**src/rtl/mem_access.sv**
```systemverilog
// Memory-access pipeline stage: holds one instruction, issues at most one
// data-SRAM transaction for it, and hands the payload plus load data to WB.
module mem_access (
   input  logic        clk,
   input  logic        reset,
   input  logic        ex_valid,
   output logic        ms_allowin,
   input  logic [7:0]  ex_op,
   input  logic [1:0]  ex_access_sz,
   input  logic [31:0] ex_out,
   input  logic [4:0]  ex_reg_d,
   input  logic [31:0] ex_st_data,
   output logic        data_sram_req,
   output logic        data_sram_wr,
   output logic [1:0]  data_sram_size,
   output logic [31:0] data_sram_addr,
   output logic [3:0]  data_sram_wstrb,
   output logic [31:0] data_sram_wdata,
   input  logic        data_sram_addr_ok,
   input  logic        data_sram_data_ok,
   input  logic [31:0] data_sram_rdata,
   input  logic        wb_allowin,
   output logic        ms_to_wb_valid,
   output logic [7:0]  wb_op,
   output logic [4:0]  wb_reg_d,
   output logic [31:0] wb_exe_out,
   output logic [1:0]  wb_mm_access_sz,
   output logic [31:0] wb_rdata
);

   localparam logic [7:0] OP_LD  = 8'h10;
   localparam logic [7:0] OP_LDU = 8'h11;
   localparam logic [7:0] OP_LL  = 8'h12;
   localparam logic [7:0] OP_ST  = 8'h13;

   localparam logic [1:0] ACCESS_SZ_BYTE = 2'd0;
   localparam logic [1:0] ACCESS_SZ_HALF = 2'd1;
   localparam logic [1:0] ACCESS_SZ_WORD = 2'd2;

   localparam logic [1:0] S_IDLE = 2'd0;
   localparam logic [1:0] S_REQ  = 2'd1;
   localparam logic [1:0] S_WAIT = 2'd2;
   localparam logic [1:0] S_DONE = 2'd3;

   logic        ms_valid;
   logic [1:0]  state;
   logic [7:0]  pl_op;
   logic [4:0]  pl_reg_d;
   logic [31:0] pl_exe_out;
   logic [1:0]  pl_sz;
   logic [31:0] pl_st_data;
   logic [31:0] rdata_buf;

   logic is_mem;
   logic is_store;
   logic ms_ready_go;
   logic accept;

   function automatic logic is_mem_op(input logic [7:0] op);
      return (op == OP_LD) || (op == OP_LDU) || (op == OP_LL) || (op == OP_ST);
   endfunction

   assign is_mem         = is_mem_op(pl_op);
   assign is_store       = (pl_op == OP_ST);
   assign ms_ready_go    = !is_mem || (state == S_DONE);
   assign ms_allowin     = !ms_valid || (ms_ready_go && wb_allowin);
   assign ms_to_wb_valid = ms_valid && ms_ready_go;
   assign accept         = ex_valid && ms_allowin;

   // Request fields come straight from the payload registers, so they stay
   // stable for as long as req is held waiting for addr_ok.
   assign data_sram_req  = ms_valid && (state == S_REQ);
   assign data_sram_wr   = is_store;
   assign data_sram_size = pl_sz;
   assign data_sram_addr = pl_exe_out;

   // NOTE: every output gets a default first, so no path can infer a latch.
   always_comb begin
      data_sram_wstrb = 4'b0000;
      data_sram_wdata = pl_st_data;
      case (pl_sz)
         ACCESS_SZ_BYTE: begin
            data_sram_wdata = {4{pl_st_data[7:0]}};
            if (is_store) data_sram_wstrb = 4'b0001 << pl_exe_out[1:0];
         end
         ACCESS_SZ_HALF: begin
            data_sram_wdata = {2{pl_st_data[15:0]}};
            if (is_store) data_sram_wstrb = 4'b0011 << pl_exe_out[1:0];
         end
         ACCESS_SZ_WORD: begin
            if (is_store) data_sram_wstrb = 4'b1111;
         end
         default: ;
      endcase
   end

   // NOTE: reset is synchronous, so it is simply the highest-priority branch
   // of the clocked block; all state uses non-blocking assignments.
   always_ff @(posedge clk) begin
      if (reset) begin
         ms_valid   <= 1'b0;
         state      <= S_IDLE;
         pl_op      <= '0;
         pl_reg_d   <= '0;
         pl_exe_out <= '0;
         pl_sz      <= '0;
         pl_st_data <= '0;
         rdata_buf  <= '0;
      end else if (accept) begin
         ms_valid   <= 1'b1;
         pl_op      <= ex_op;
         pl_reg_d   <= ex_reg_d;
         pl_exe_out <= ex_out;
         pl_sz      <= ex_access_sz;
         pl_st_data <= ex_st_data;
         state      <= is_mem_op(ex_op) ? S_REQ : S_IDLE;
      end else if (ms_allowin) begin
         ms_valid <= 1'b0;
         state    <= S_IDLE;
      end else begin
         case (state)
            S_REQ:  if (data_sram_addr_ok) state <= S_WAIT;
            S_WAIT: if (data_sram_data_ok) begin
               rdata_buf <= is_store ? 32'h0
                                     : (data_sram_rdata >> {pl_exe_out[1:0], 3'b000});
               state     <= S_DONE;
            end
            default: ;
         endcase
      end
   end

   assign wb_op           = pl_op;
   assign wb_reg_d        = pl_reg_d;
   assign wb_exe_out      = pl_exe_out;
   assign wb_mm_access_sz = pl_sz;
   assign wb_rdata        = rdata_buf;

endmodule

```
**config.mk**
```make
export PLATFORM = sky130hd
export DESIGN_NAME = mem_access
export DESIGN_NICKNAME = d
export VERILOG_FILES = /design/src/rtl/mem_access.sv
export SDC_FILE = /design/constraint.sdc
export NUM_CORES = 1
export LEC_CHECK = 0
export ABC_AREA = 1
export CAP_MARGIN = 10
export CORE_MARGIN = 4
export CORE_UTILIZATION = 42
export CTS_CLUSTER_DIAMETER = 120
export DETAILED_ROUTE_END_ITERATION = 12
export PLACE_DENSITY = 0.9
export SLEW_MARGIN = 20
export SYNTH_ARGS = -nofsm -noshare
export SYNTH_HDL_FRONTEND = slang
export SYNTH_SLANG_ARGS = --single-unit
export TNS_END_PERCENT = 50
```
**constraint.sdc**
```tcl
create_clock -name clk -period 1.6 [get_ports clk]
set_input_delay 0.16 -clock clk [delete_from_list [all_inputs] [get_ports clk]]
set_output_delay 0.16 -clock clk [all_outputs]
set_load 0.02 [all_outputs]
```
## Yosys cells after proc, flatten, opt, wreduce, memory -nomap -nowiden

Index checks and enable logic that the tools add are counted.

- Equal/unequal tests: 15
- Shift operators: 3
- Muxes and demuxes: 14
- Bitwise logic cells: 2
- Reduce and logical (&&, ||, !) cells: 19

Operator list:

| cell | number |
|---|---|
| $eq A8 B5 Y1 const B | 8 |
| $pmux W32 S2 | 1 |
| $mux W32 | 1 |
| $shr A32 B5 Y32 | 1 |
| $mux W4 | 3 |
| $pmux W4 S3 | 1 |
| $logic_or A1 B1 Y1 | 8 |
| $mux W2 | 4 |
| $ne A4 B4 Y1 const B | 2 |
| $eq A2 B2 Y1 const B | 3 |
| $eq A2 B1 Y1 const B | 2 |
| $logic_and A1 B1 Y1 | 4 |
| $pmux W2 S2 | 1 |
| $reduce_and A4 Y1 | 1 |
| $reduce_bool A4 Y1 | 1 |
| $shl A1 B2 Y4 const A | 1 |
| $shl A2 B2 Y4 const A | 1 |
| $mux W1 | 3 |
| $reduce_and A3 Y1 | 1 |
| $logic_not A1 Y1 | 2 |
| $logic_not A2 Y1 | 1 |
| $not A1 Y1 | 2 |
| $reduce_bool A2 Y1 | 1 |

- Register bits: 114
- Input bits: 117
- Output and inout port bits: 153
- Word-level logic and storage cells: 61

## Logic depth before layout (Yosys ltp)

- Depth after elaboration: 11
- Mapped depth: 10
- Gate-level depth less buffers: 8

## Least setup slack after synthesis

OpenSTA, ideal clock, no wires.

- Kind: register to output
- From: register pl_exe_out[0] (netlist: data_sram_addr[0])
- To: output port data_sram_wstrb[2]
- Data arrival time: 1.581 ns
- Required time: 1.440 ns
- Path slack: -0.141 ns
- Cell stages (with the launch flop): 6
- Buffers on the path: 1
- Cells stage by stage: dfxtp_1 -> inv_2 -> clkbuf_1 -> ha_1 -> nand2_1 -> a21oi_1

- Cells in the longest elaborated chain, start to end: 3

RTL lines:

| what | line | source |
|---|---|---|
| start: declaration | 49 | `logic [31:0] pl_exe_out;` |
| start signal: assignment | 113 | `pl_exe_out <= ex_out;` |
| $shl A2 B2 Y4 or $shl A1 B2 Y4 (tied branches) | 88, 84 |  |
| $mux W4 (on tied branches) | 88, 84 |  |
| $pmux W4 S3 (*) | 81 | `case (pl_sz)` |
| end: declaration | 17 | `output logic [3:0] data_sram_wstrb,` |

Every way passes the cells marked *; elsewhere a longest branch is shown, timed or not.

## Worst setup path after layout

- From: register pl_op[1] (netlist: wb_op[1])
- To: output port data_sram_wstrb[2]

- Cells in the longest elaborated chain, start to end: 3

RTL lines:

| what | line | source |
|---|---|---|
| start: declaration | 47 | `logic [7:0] pl_op;` |
| start signal: assignment | 111 | `pl_op <= ex_op;` |
| $eq A8 B5 Y1 (*) | 64 | `assign is_store = (pl_op == OP_ST);` |
| $mux W4 (on tied branches) | 91, 84, 88 |  |
| $pmux W4 S3 (*) | 81 |  |

Marks and branches as above.

==> impl_metrics.tcl <==
set metrics [dict create \
    status "complete, but fails checks" \
    violations "setup timing" \
    root_buffer "clkbuf_16" \
    grt_max_degree 73 \
    clk_pin_slew_ns 0.05 \
    maxCapViolCount 0 \
    cts_buffers 17 \
    arrival_ns 1.70 \
    holdWs_ns 0.113 \
    top_layer_used "met4" \
    fill_cells 777 \
    placementRows 42 \
    drt-total-wl_um 27600 \
    setup-tns-final_ns -15.73 \
    pwr-share-comb 0.231 \
    maxSlewViolCount 0 \
    synth.most_common_cell "nand2_1" \
    period_minus_slack_ns 1.86 \
    rsz0062_at_grt "true" \
    core_mm2 0.0134 \
    synth_top_area_cell "dfxtp_1" \
    p_leak_uw 0.00501 \
    yosysWarnings 0 \
    grt_pass1_vias 6932 \
    critPathCaptureType "output port" \
    io_buffer_count 269 \
    die_y_um 125 \
    r2r_end "wb_rdata[8]" \
    postSynthCellCount 860 \
    clk_latency_ns 0.42 \
    regArea_mm2 0.00229 \
    synth_flop_cell "dfxtp_1" \
    internal_power_uw 6420 \
    reg2regPathDepth 12 \
    grt-ovfl-total 0 \
    yosysSeqAreaShare 0.394 \
    crit_fanout 3 \
    drc 0 \
    synth_nets 984 \
    start_util 0.433 \
    hold_viol 0 \
    drt_iter0_markers 710 \
    r2r-start "wb_op[6]" \
    timing.slew.headroom 0.680 \
    met1_length_um 9340 \
    cts.sinks 114 \
    vias 7360 \
    crit_start "wb_op[1]" \
    io_pins 270 \
    grt_usage 0.285 \
    hold_class "input pin to register" \
    cts_tree "yes" \
    finalCritPeriodShare 1.16 \
    gp_congestion 0.910 \
    dieArea_mm2 0.0157 \
    rrSetupSlack_ns -0.23 \
    multiInputGateArea_mm2 0.00334 \
    n_antenna_cell 0 \
    syn_to_final_growth_pct 81.2 \
    antenna_found_initial 0 \
    fin_nets 1262 \
    synth.distinct_cells 27 \
    swShare 0.302 \
    via_per_inst 5.55 \
    crit_end "data_sram_wstrb[2]" \
    synth_top_cells_by_count "nand2_1 (232), dfxtp_1 (114), nor2_1 (94)" \
    h-tree-depth 4 \
    syn_avg_cell_area_um2 6.74 \
    dp_hpwl_um 15900 \
    switchingPower_uw 2780 \
    worstSetupPathType "register to output port" \
    yosys_register_bits 114 \
    power_density_mw_per_mm2 876 \
    syn_area_mm2 0.00580 \
    grt_first_pass_wirelength_um 36000 \
    timing.fmax_ghz 0.539 \
    tightestPinTransition_ns 0.481 \
    async_reset_ff_frac 0 \
    synth_top_area_frac 0.394 \
    met2WireLength_um 13900 \
    dp_slack_ns -0.176 \
    peakVddDrop_mv 0.876 \
    drive_gt1_frac 0.281 \
    synth_edf_count 0 \
    seqPwrFrac 0.338 \
    synth_area_leaders "dfxtp_1 (39%), nand2_1 (15%), a21oi_1 (8.0%)" \
    wl_met3_um 2810 \
    setup_violations 135 \
    post_drt_wl_per_cell_um 20.8 \
    cp-start-kind "register" \
    fp.dieW_um 125 \
    setup_ws_ns -0.256 \
    worst_ep_required_time_ns 1.44 \
    clk_path_buf_depth 2 \
    clkPwrFrac 0.431 \
    fin_skew_ns 0.00853 \
    holdBufCountCts 0 \
    ant_nets 0 \
    dr.pass1.iters 6 \
]
[metal layers]
layer | global-route usage | vias to the layer above
met5 | 0 | -
met4 | 0.131 | 0
met3 | 0.0938 | 128
met2 | 0.505 | 527
met1 | 0.306 | 3426
li1 | - | 3279
[how the worst min path moves through the flow]
stage	start	end	slack (ns)	depth (start not counted)
finish	reset	wb_reg_d[0]	0.11	2
detailed placement	pl_st_data[18]	pl_st_data[18]	0.46	2
floorplan	ex_out[0]	data_sram_addr[0]	0.32	2
global placement	pl_st_data[11]	pl_st_data[11]	0.45	2
CTS	reset	wb_reg_d[2]	0.08	2
global route	reset	wb_reg_d[0]	0.12	2
[cells by family (layout without fill, tap and decap cells)]
family,Yosys count,count (layout),share of synthesized area
AND/OR/NAND/NOR,429,430,0.305
buffers and inverters,161,451,0.153
adder cells (fa/ha/maj),7,7,0.0151
flip-flops,114,114,0.394
AO/OA/AOI/OAI,149,149,0.133
[cells in the final DEF, fill, tap and decap left out, types with 3 or more instances in the layout]
cell	instances
clkdlybuf4s50_1	175
nand2_1	174
dfxtp_1	109
nand3_1	83
nor2_1	77
inv_1	55
a21oi_2	55
buf_4	54
o21ai_0	35
a21oi_1	35
nand2_4	34
buf_6	32
dlygate4sd2_1	31
nand2_2	26
dlymetal6s2s_1	26
clkbuf_16	24
buf_12	14
nor2_2	13
buf_8	8
or2_2	7
ha_1	7
o211ai_1	6
clkinvlp_4	6
o22ai_1	5
buf_2	5
nor2_4	4
o21ai_2	4
inv_2	3
a21oi_4	3
nand2_8	3
bufinv_16	3
inv_6	3
dfxtp_2	3
clkbuf_2	3
[sequential cells by signal, indices dropped and copies added (netlist names)]
| register | flops |
|---|---|
| wb_reg_d | 5 |
| state | 2 |
| data_sram_size | 2 |
| ms_valid | 1 |
| wb_op | 8 |
| pl_st_data | 32 |
| wb_rdata | 32 |
| data_sram_addr | 32 |
[power groups by stage]
stage / combinational, uW / sequential [uW] / clock, uW
after global placement: 1700 / 3120 / 0
after CTS: 1770 / 3070 / 3950
final: 2130 / 3110 / 3970
after global routing: 2230 / 3120 / 4110
after detailed placement: 1730 / 3130 / 0
after floorplan: 799 / 3190 / 0
[area by class of cell]
| cell class | count | share of cell area |
|---|---|---|
| repair buffers | 359 | 0.362 |
| multi-input cells | 586 | 0.318 |
| flip-flops and latches | 114 | 0.218 |
| clock buffers | 17 | 0.0405 |
| inverters | 60 | 0.0224 |
| well taps | 176 | 0.0210 |
| clock inverters | 15 | 0.0175 |
[metrics by stage]
| stage | area, um2 | instances | total power (uW) | util |
|---|---|---|---|---|
| floorplan | 5800 | 860 | 3990 | - |
| global placement | 8630 | 1264 | 4820 | 0.644 |
| finish | 10500 | 1327 | 9210 | 0.784 |
| CTS | 9400 | 1308 | 8790 | 0.702 |
| global route | 10500 | 1327 | 9460 | 0.784 |
| detailed placement | 8630 | 1264 | 4850 | 0.644 |
[worst max-delay path: stages, from the launching register on]
cell and delay (ns):
dfxtp_1 0.33, nand2_1 0.07, nor3_2 0.19, nand2_2 0.14, buf_6 0.15, buf_8 0.12, a21oi_4 0.14, buf_6 0.15
[timing repair]
item                                    in CTS  in global routing
endpoints found under the hold margin        0                  0
resized for setup                          231                254
cloned                                       5                  7
setup buffers                                7                 12
endpoints found under the setup margin     165                165
pin swaps                                    9                 43
(Power assumes the default switching activity.)
